File: src/rtl/mult_pkg.sv
// Shared widths and the round-robin selection helper for the 4-way multiplier arbiter.
package mult_pkg;

  localparam int unsigned N_REQ = 4;
  localparam int unsigned ID_W  = 2;
  localparam int unsigned OP_W  = 8;
  localparam int unsigned P_W   = 16;

  typedef struct packed {
    logic            found;
    logic [ID_W-1:0] idx;
  } grant_t;

  function automatic grant_t rr_next(input logic [N_REQ-1:0] valid,
                                     input logic [ID_W-1:0]  last);
    grant_t          g;
    logic [ID_W-1:0] idx;
    g = '0;
    // Walk from lowest to highest priority so the highest-priority hit is written last.
    for (int unsigned k = N_REQ; k >= 1; k--) begin
      idx = last + ID_W'(k);
      if (valid[idx]) begin
        g.found = 1'b1;
        g.idx   = idx;
      end
    end
    return g;
  endfunction

endpackage

File: src/rtl/multiplier8.sv
// Combinational unsigned 8x8 multiplier producing a full 16-bit product.
module multiplier8
  import mult_pkg::*;
(
  input  logic [OP_W-1:0] a,
  input  logic [OP_W-1:0] b,
  output logic [P_W-1:0]  p
);

  assign p = {{(P_W-OP_W){1'b0}}, a} * {{(P_W-OP_W){1'b0}}, b};

endmodule

File: src/rtl/mult8_arbiter.sv
// Round-robin arbiter feeding a two-stage pipeline around one shared 8x8 multiplier.
module mult8_arbiter
  import mult_pkg::*;
#(
  parameter int N_REQ = 4
) (
  input  logic                  clk,
  input  logic                  rst,
  input  logic [N_REQ-1:0]      req_valid,
  input  logic [N_REQ*OP_W-1:0] req_a,
  input  logic [N_REQ*OP_W-1:0] req_b,
  output logic [N_REQ-1:0]      req_ready,
  output logic                  rsp_valid,
  input  logic                  rsp_ready,
  output logic [ID_W-1:0]       rsp_id,
  output logic [P_W-1:0]        rsp_p,
  output logic                  busy
);

  logic            s1_valid;
  logic [OP_W-1:0] s1_a;
  logic [OP_W-1:0] s1_b;
  logic [ID_W-1:0] s1_id;
  logic [ID_W-1:0] last_grant;

  logic            s1_en;
  logic            s2_en;
  logic            accept;
  grant_t          grant;
  logic [OP_W-1:0] sel_a;
  logic [OP_W-1:0] sel_b;
  logic [P_W-1:0]  mul_p;

  assign s2_en = !rsp_valid || rsp_ready;
  assign s1_en = !s1_valid || s2_en;
  assign busy  = s1_valid || rsp_valid;

  always_comb begin
    grant     = rr_next(req_valid, last_grant);
    req_ready = '0;
    if (grant.found && s1_en && !rst) begin
      req_ready[grant.idx] = 1'b1;
    end
    accept = |req_ready;
    sel_a  = req_a[grant.idx*OP_W +: OP_W];
    sel_b  = req_b[grant.idx*OP_W +: OP_W];
  end

  multiplier8 u_mul (
    .a (s1_a),
    .b (s1_b),
    .p (mul_p)
  );

  always_ff @(posedge clk) begin
    if (rst) begin
      s1_valid   <= 1'b0;
      s1_a       <= '0;
      s1_b       <= '0;
      s1_id      <= '0;
      rsp_valid  <= 1'b0;
      rsp_p      <= '0;
      rsp_id     <= '0;
      last_grant <= ID_W'(N_REQ - 1);
    end else begin
      if (s2_en) begin
        rsp_valid <= s1_valid;
        if (s1_valid) begin
          rsp_p  <= mul_p;
          rsp_id <= s1_id;
        end
      end
      if (s1_en) begin
        s1_valid <= accept;
        if (accept) begin
          s1_a  <= sel_a;
          s1_b  <= sel_b;
          s1_id <= grant.idx;
        end
      end
      if (accept) begin
        last_grant <= grant.idx;
      end
    end
  end

endmodule
File: config.mk
export PLATFORM = sky130hd
export DESIGN_NAME = mult8_arbiter
export DESIGN_NICKNAME = d
export VERILOG_FILES = /design/src/rtl/mult_pkg.sv /design/src/rtl/multiplier8.sv /design/src/rtl/mult8_arbiter.sv
export SDC_FILE = /design/constraint.sdc
export NUM_CORES = 1
export LEC_CHECK = 0
export ABC_AREA = 1
export CORE_UTILIZATION = 57
export CTS_CLUSTER_DIAMETER = 60
export DETAILED_ROUTE_END_ITERATION = 12
export HOLD_SLACK_MARGIN = 0.05
export PLACE_DENSITY = 0.93
export REMOVE_ABC_BUFFERS = 1
export SLEW_MARGIN = 30
export SYNTH_ARGS = -nofsm -noshare
export SYNTH_HDL_FRONTEND = slang
export SYNTH_SLANG_ARGS = --single-unit
File: constraint.sdc
create_clock -name clk -period 7.45 [get_ports clk]
set_input_delay 0.745 -clock clk [delete_from_list [all_inputs] [get_ports clk]]
set_output_delay 0.745 -clock clk [all_outputs]
set_load 0.01 [all_outputs]
## Word level (Yosys, flattened, before mapping)

Cells that the tools add are included.

- Output and inout port bits: 24
- Logic and storage cells: 47
- Input port bits: 71
- Bits in registers: 40

- $mul: 1
- Mux-type cells: 15
- Add/sub/neg operators: 3
- Shift operators: 2
- Order comparisons: 6
- Reductions and logical operators: 12

Operator list:

| kind | number |
|---|---|
| 32-bit by 6-bit indexed part select with 8-bit output | 2 |
| 8-bit by 8-bit multiplier with 16-bit output | 1 |
| 2-bit by 3-bit < comparator with 1-bit output (second input constant) | 5 |
| 3-bit two-way mux | 4 |
| 1-bit binary-select mux with 2-bit select | 4 |
| 1-bit two-way mux | 5 |
| 2-bit adder (second input constant) | 2 |
| 4-bit two-way mux | 1 |
| 2-bit AND reduction | 2 |
| 4-bit OR reduction | 1 |
| 1-bit logical AND | 3 |
| 1-bit zero test | 3 |
| 1-bit logical OR | 3 |
| 2-bit by 1-bit adder with 2-bit output (second input constant) | 1 |
| 1-bit demux with 2-bit select | 1 |
| 2-bit by 1-bit >= comparator with 1-bit output (second input constant) | 1 |

## Depth between registers and ports, before layout

- Depth after elaboration: 13
- Depth in mapped cells: 21
- Mapped depth without buffers: 20

## Hierarchy

Synthesis repeated with hierarchy kept, for this count alone.

- Cells, all modules: 773
- Area total of the unflattened synthesis: 4,782.1 um2

Modules (own cells, without submodules):

| module | instances | cells each | sequential area each (um2) | area an instance (um2) |
|---|---|---|---|---|
| multiplier8 | 1 | 375 | 0.0 | 2,406.1 |
| mult8_arbiter | 1 | 398 | 800.8 | 2,376.0 |

## Worst setup path after synthesis

No wires, ideal clock.

- Path kind: reg-to-reg
- Start point: register s1_a[2]
- End point: register rsp_p[11]
- Data required time: 7.334 ns
- Arrival: 3.826 ns
- Period minus slack after synthesis: 3.943 ns
- Setup time: 0.116 ns
- Slack: 3.507 ns
- Buffers on the path: 1
- Cell stages (with the launch flop): 18
- Cell sequence: dfxtp_1 -> clkbuf_1 -> nand2_1 -> inv_1 -> fa_1 -> fa_1 -> fa_1 -> inv_1 -> fa_1 -> inv_1 -> ha_1 -> a21oi_1 -> o21ai_0 -> a21oi_1 -> xor2_1 -> nand2_1 -> o211ai_1 -> inv_1

- Longest elaborated chain between the ends: 1

RTL lines:

| item | RTL line | text |
|---|---|---|
| start, declared | mult8_arbiter.sv:21 | `logic [OP_W-1:0] s1_a;` |
| start signal, assigned | mult8_arbiter.sv:76 | `s1_a <= sel_a;` |
| 8-bit by 8-bit multiplier with 16-bit output | multiplier8.sv:10 | `assign p = {{(P_W-OP_W){1'b0}}, a} * {{(P_W-OP_W){1'b0}}, b};` |
| end signal, assigned | mult8_arbiter.sv:69 | `rsp_p <= mul_p;` |
| end, declared | mult8_arbiter.sv:16 | `output logic [P_W-1:0] rsp_p,` |

Every way passes these cells.
A chain may end at the register's enable or synchronous reset.

## Final worst setup path

- Start point: register s1_b[6]
- End point: register rsp_p[13]

- Longest elaborated chain between the ends: 1

RTL lines:

| item | RTL line | text |
|---|---|---|
| start, declared | mult8_arbiter.sv:22 | `logic [OP_W-1:0] s1_b;` |
| start signal, assigned | mult8_arbiter.sv:77 | `s1_b <= sel_b;` |
| 8-bit by 8-bit multiplier with 16-bit output | multiplier8.sv:10 |  |

Every way passes these cells.

==> results.tsv <==
stage	metric	value	unit
outcome	status	completed	
grt	residual overflow from global routing	0	
synth	Mean Syn Cell Area	6.460	sq um
clock_tree	post-CTS sizing	0	
placed_design	dpl cell area	0.005436	sq mm
sta	RSZ-0062 raised after global routing	no	
sta	Final Slew Violations	0	
synth	synth warn	0	
detailed_routing	via count	4505	
placed_design	Post-DP HPWL	9027	um
worst_hold_path	Hold Path Class	reg -> reg	
synth	#FFs+latches synth	40	
sta	Tcrit/Tclk final	57.97	%
floorplan	Core ar.	0.007727	sq mm
critical_path	critical path capture point type	flip-flop	
clock_tree	Clock Path Buffers	2	
synth	mapped cell area	0.004548	sq mm
critical_path	Worst R2R Path Depth	17	
critical_path	required time of the critical path	7640	ps
placed_design	Place WS	3265	ps
layout	area occupied by multi-input gates	0.003060	sq mm
sta	Layout Skew	11.14	ps
critical_path	Cell Chain, Critical Path	nand2_1 -> inv_1 -> fa_1 -> fa_1 -> fa_1 -> inv_1 -> fa_1 -> inv_1 -> ha_1 -> a21oi_1 -> o21ai_0 -> nand2_1 -> nand3_1 -> a21oi_1 -> o21ai_0 -> o211ai_1 -> inv_1	
grt	initial antenna violation count	0	
floorplan	die area	0.008340	sq mm
detailed_routing	post-route ant nets	0	
layout	Area Overhead vs Synth	22.20	%
layout	final instance area	0.005558	sq mm
layout	share of cells above drive strength 1	3.632	%
critical_path	slowest CP cell	fa_1	
synth	synth top area cells	nand2_1 22%, dfxtp_1 18%, fa_1 16%, inv_1 11%, ha_1 9.9%	
floorplan	height of the die	91.33	um
worst_hold_path	hold path cells	2	
critical_path	crit-path max FO	9	
detailed_routing	met3 routed WL	710	um
placed_design	number of port buffers	94	
floorplan	Initial Util	58.86	%
layout	fin util	71.92	%
layout	nets	913	
detailed_routing	DRT met1 WL	4364	um
sta	Setup WS post-layout	3131	ps
detailed_routing	Iter 0 DRT Violations	254	
critical_path	max incr delay on CP	560	ps
detailed_routing	TritonRoute pass-1 iters	5	
critical_path	Crit path depth	17	
synth	area leader, netlist	nand2_1	
sta	setup_tns	0	ps
grt	largest net degree at the start of global routing	38	
pwr	Pwr Total	1.698	mW
synth	Post-synth top cells	265 x nand2_1, 131 x inv_1, 42 x nand3_1	
layout	fill count	589	
sta	Worst slew margin	49.72	%
pwr	PD cells	305.4	mW/mm^2
grt	first-pass GRT wire length	19130	um
synth	most frequent cell after synthesis	nand2_1	
clock_tree	H-tree depth	2	
synth	Post-synth EDFFs	0	
synth	synth unique cells	33	
clock_tree	CTS root buf	clkbuf_8	
sta	crit path time final	4319	ps
pwr	P_leak	3.305	nW
synth	share of the synthesized area in the top cell type	21.87	%
sta	endpoints failing hold	0	
critical_path	family with the most delay on the worst path	adder cells	
layout	FF+latch area	800.8	sq um
synth	Mapped Cells	704	
pwr	Max IR drop VDD	0.2559	mV
critical_path	WP data arrival	4510	ps
sta	# setup viols final	0	
floorplan	IO Pins	95	
clock_tree	Num CTS Buffers	5	
clock_tree	total clock sinks	40	
clock_tree	Skew-Pair Late Insertion Delay	300	ps
grt	GRT Util Overall	28.02	%
clock_tree	Setup Fix Bufs, Post-CTS	0	
critical_path	Worst Setup Start Kind	flip-flop	
detailed_routing	Top Metal Used	met4	
floorplan	# rows	32	
sta	Tightest Pin Transition	753.4	ps
critical_path	worst path buffer plus inverter count	4	
synth	ys async rst share	0	%
clock_tree	Hold Buf Count CTS	0	
synth	Synth Flop Type	dfxtp_1	
detailed_routing	Vias/cell	5.160	
floorplan	Die Width	91.33	um
sta	max frequency	0.2315	GHz
run	max-cap viol count	0	
grt	vias in the first global route	4465	
clock_tree	CTS tree	built	
detailed_routing	WL met2	5536	um
critical_path	critical path class	reg -> reg	
detailed_routing	DRC	0	
placed_design	RePlAce Congestion	0.9964	
layout	n_diodes	0	
clock_tree	clock-pin transition on the worst setup and hold timing paths	90	ps
synth	Seq/Total Area, Yosys	17.61	%
detailed_routing	routed len/inst	12.59	um
detailed_routing	Routed WL	10990	um
area by class of cell:
cell class	instances	area share, %
Timing Repair Buffer	94	16.93
Tap cell	102	2.296
Clock inverter	2	0.6979
Clock buffer	6	1.486
Inverter	133	9.118
Sequential cell	40	14.41
Multi-Input combinational cell	496	55.07
registers in the layout, summed over array words and instances, names as in the netlist:
| name | cells |
|---|---|
| s1_id | 2 |
| s1_valid | 1 |
| s1_a | 8 |
| last_grant | 2 |
| rsp_id | 2 |
| s1_b | 8 |
| rsp_p | 16 |
| rsp_valid | 1 |
layout by cell type (no fill, tap or decap), drive strengths merged:
cell type,Yosys,routed
nand2,275,275
inv,132,132
clkdlybuf4s50,0,94
nand3,43,43
dfxtp,40,40
nor2,38,38
fa,36,36
ha,36,36
o21ai,22,22
a21oi,21,21
xor2,9,9
clkbuf,20,6
nor3,3,3
o21bai,2,2
o21a,2,2
o211ai,2,2
and2,2,2
xnor2,2,2
clkinv,1,2
o22ai,1,1
nand4,1,1
or2,1,1
bufinv,0,1
worst paths after layout:
kind / start / to / slack, ps
worst max-delay path: s1_b[6] / rsp_p[13] / 3130
worst max register to register: s1_b[6] / rsp_p[13] / 3130
worst min-delay path: s1_id[1] / rsp_id[1] / 470
worst min register to register: s1_id[1] / rsp_id[1] / 470
per-layer routing:
| layer | track usage, % | up-vias |
|---|---|---|
| met2 | 51.77 | 211 |
| li1 | - | 2222 |
| met1 | 32.28 | 2023 |
| met3 | 3.601 | 49 |
| met5 | 0 | - |
| met4 | 11.90 | 0 |
tightest hold or removal path, cell delays in order, from the launching register on:
cell and delay, ps:
dfxtp_1 300, inv_1 60, a21oi_1 60
metrics by stage:
step	cells	hold slack [ps]
final	873	471.0
after global routing	873	489.5
after CTS	873	476.2
after detailed placement	865	455.0
after global placement	865	436.8
after floorplan	669	421.4
cell families after synthesis:
| group | Yosys count | share of synthesized area, % |
|---|---|---|
| flops | 40 | 17.61 |
| buf+inv | 168 | 15.10 |
| compound gates | 50 | 6.025 |
| fa+ha+maj | 72 | 25.75 |
| simple gates | 363 | 33.40 |
| xor+xnor | 11 | 2.118 |
power breakdown:
group          leakage [nW]  switching [mW]  internal, mW
Sequential            0.331          0.0980         0.274
Combinational          2.91           0.707         0.428
Clock                0.0614          0.0812         0.110
Total                  3.31           0.886         0.812
Note: power is estimated with default switching activity, not from simulation.
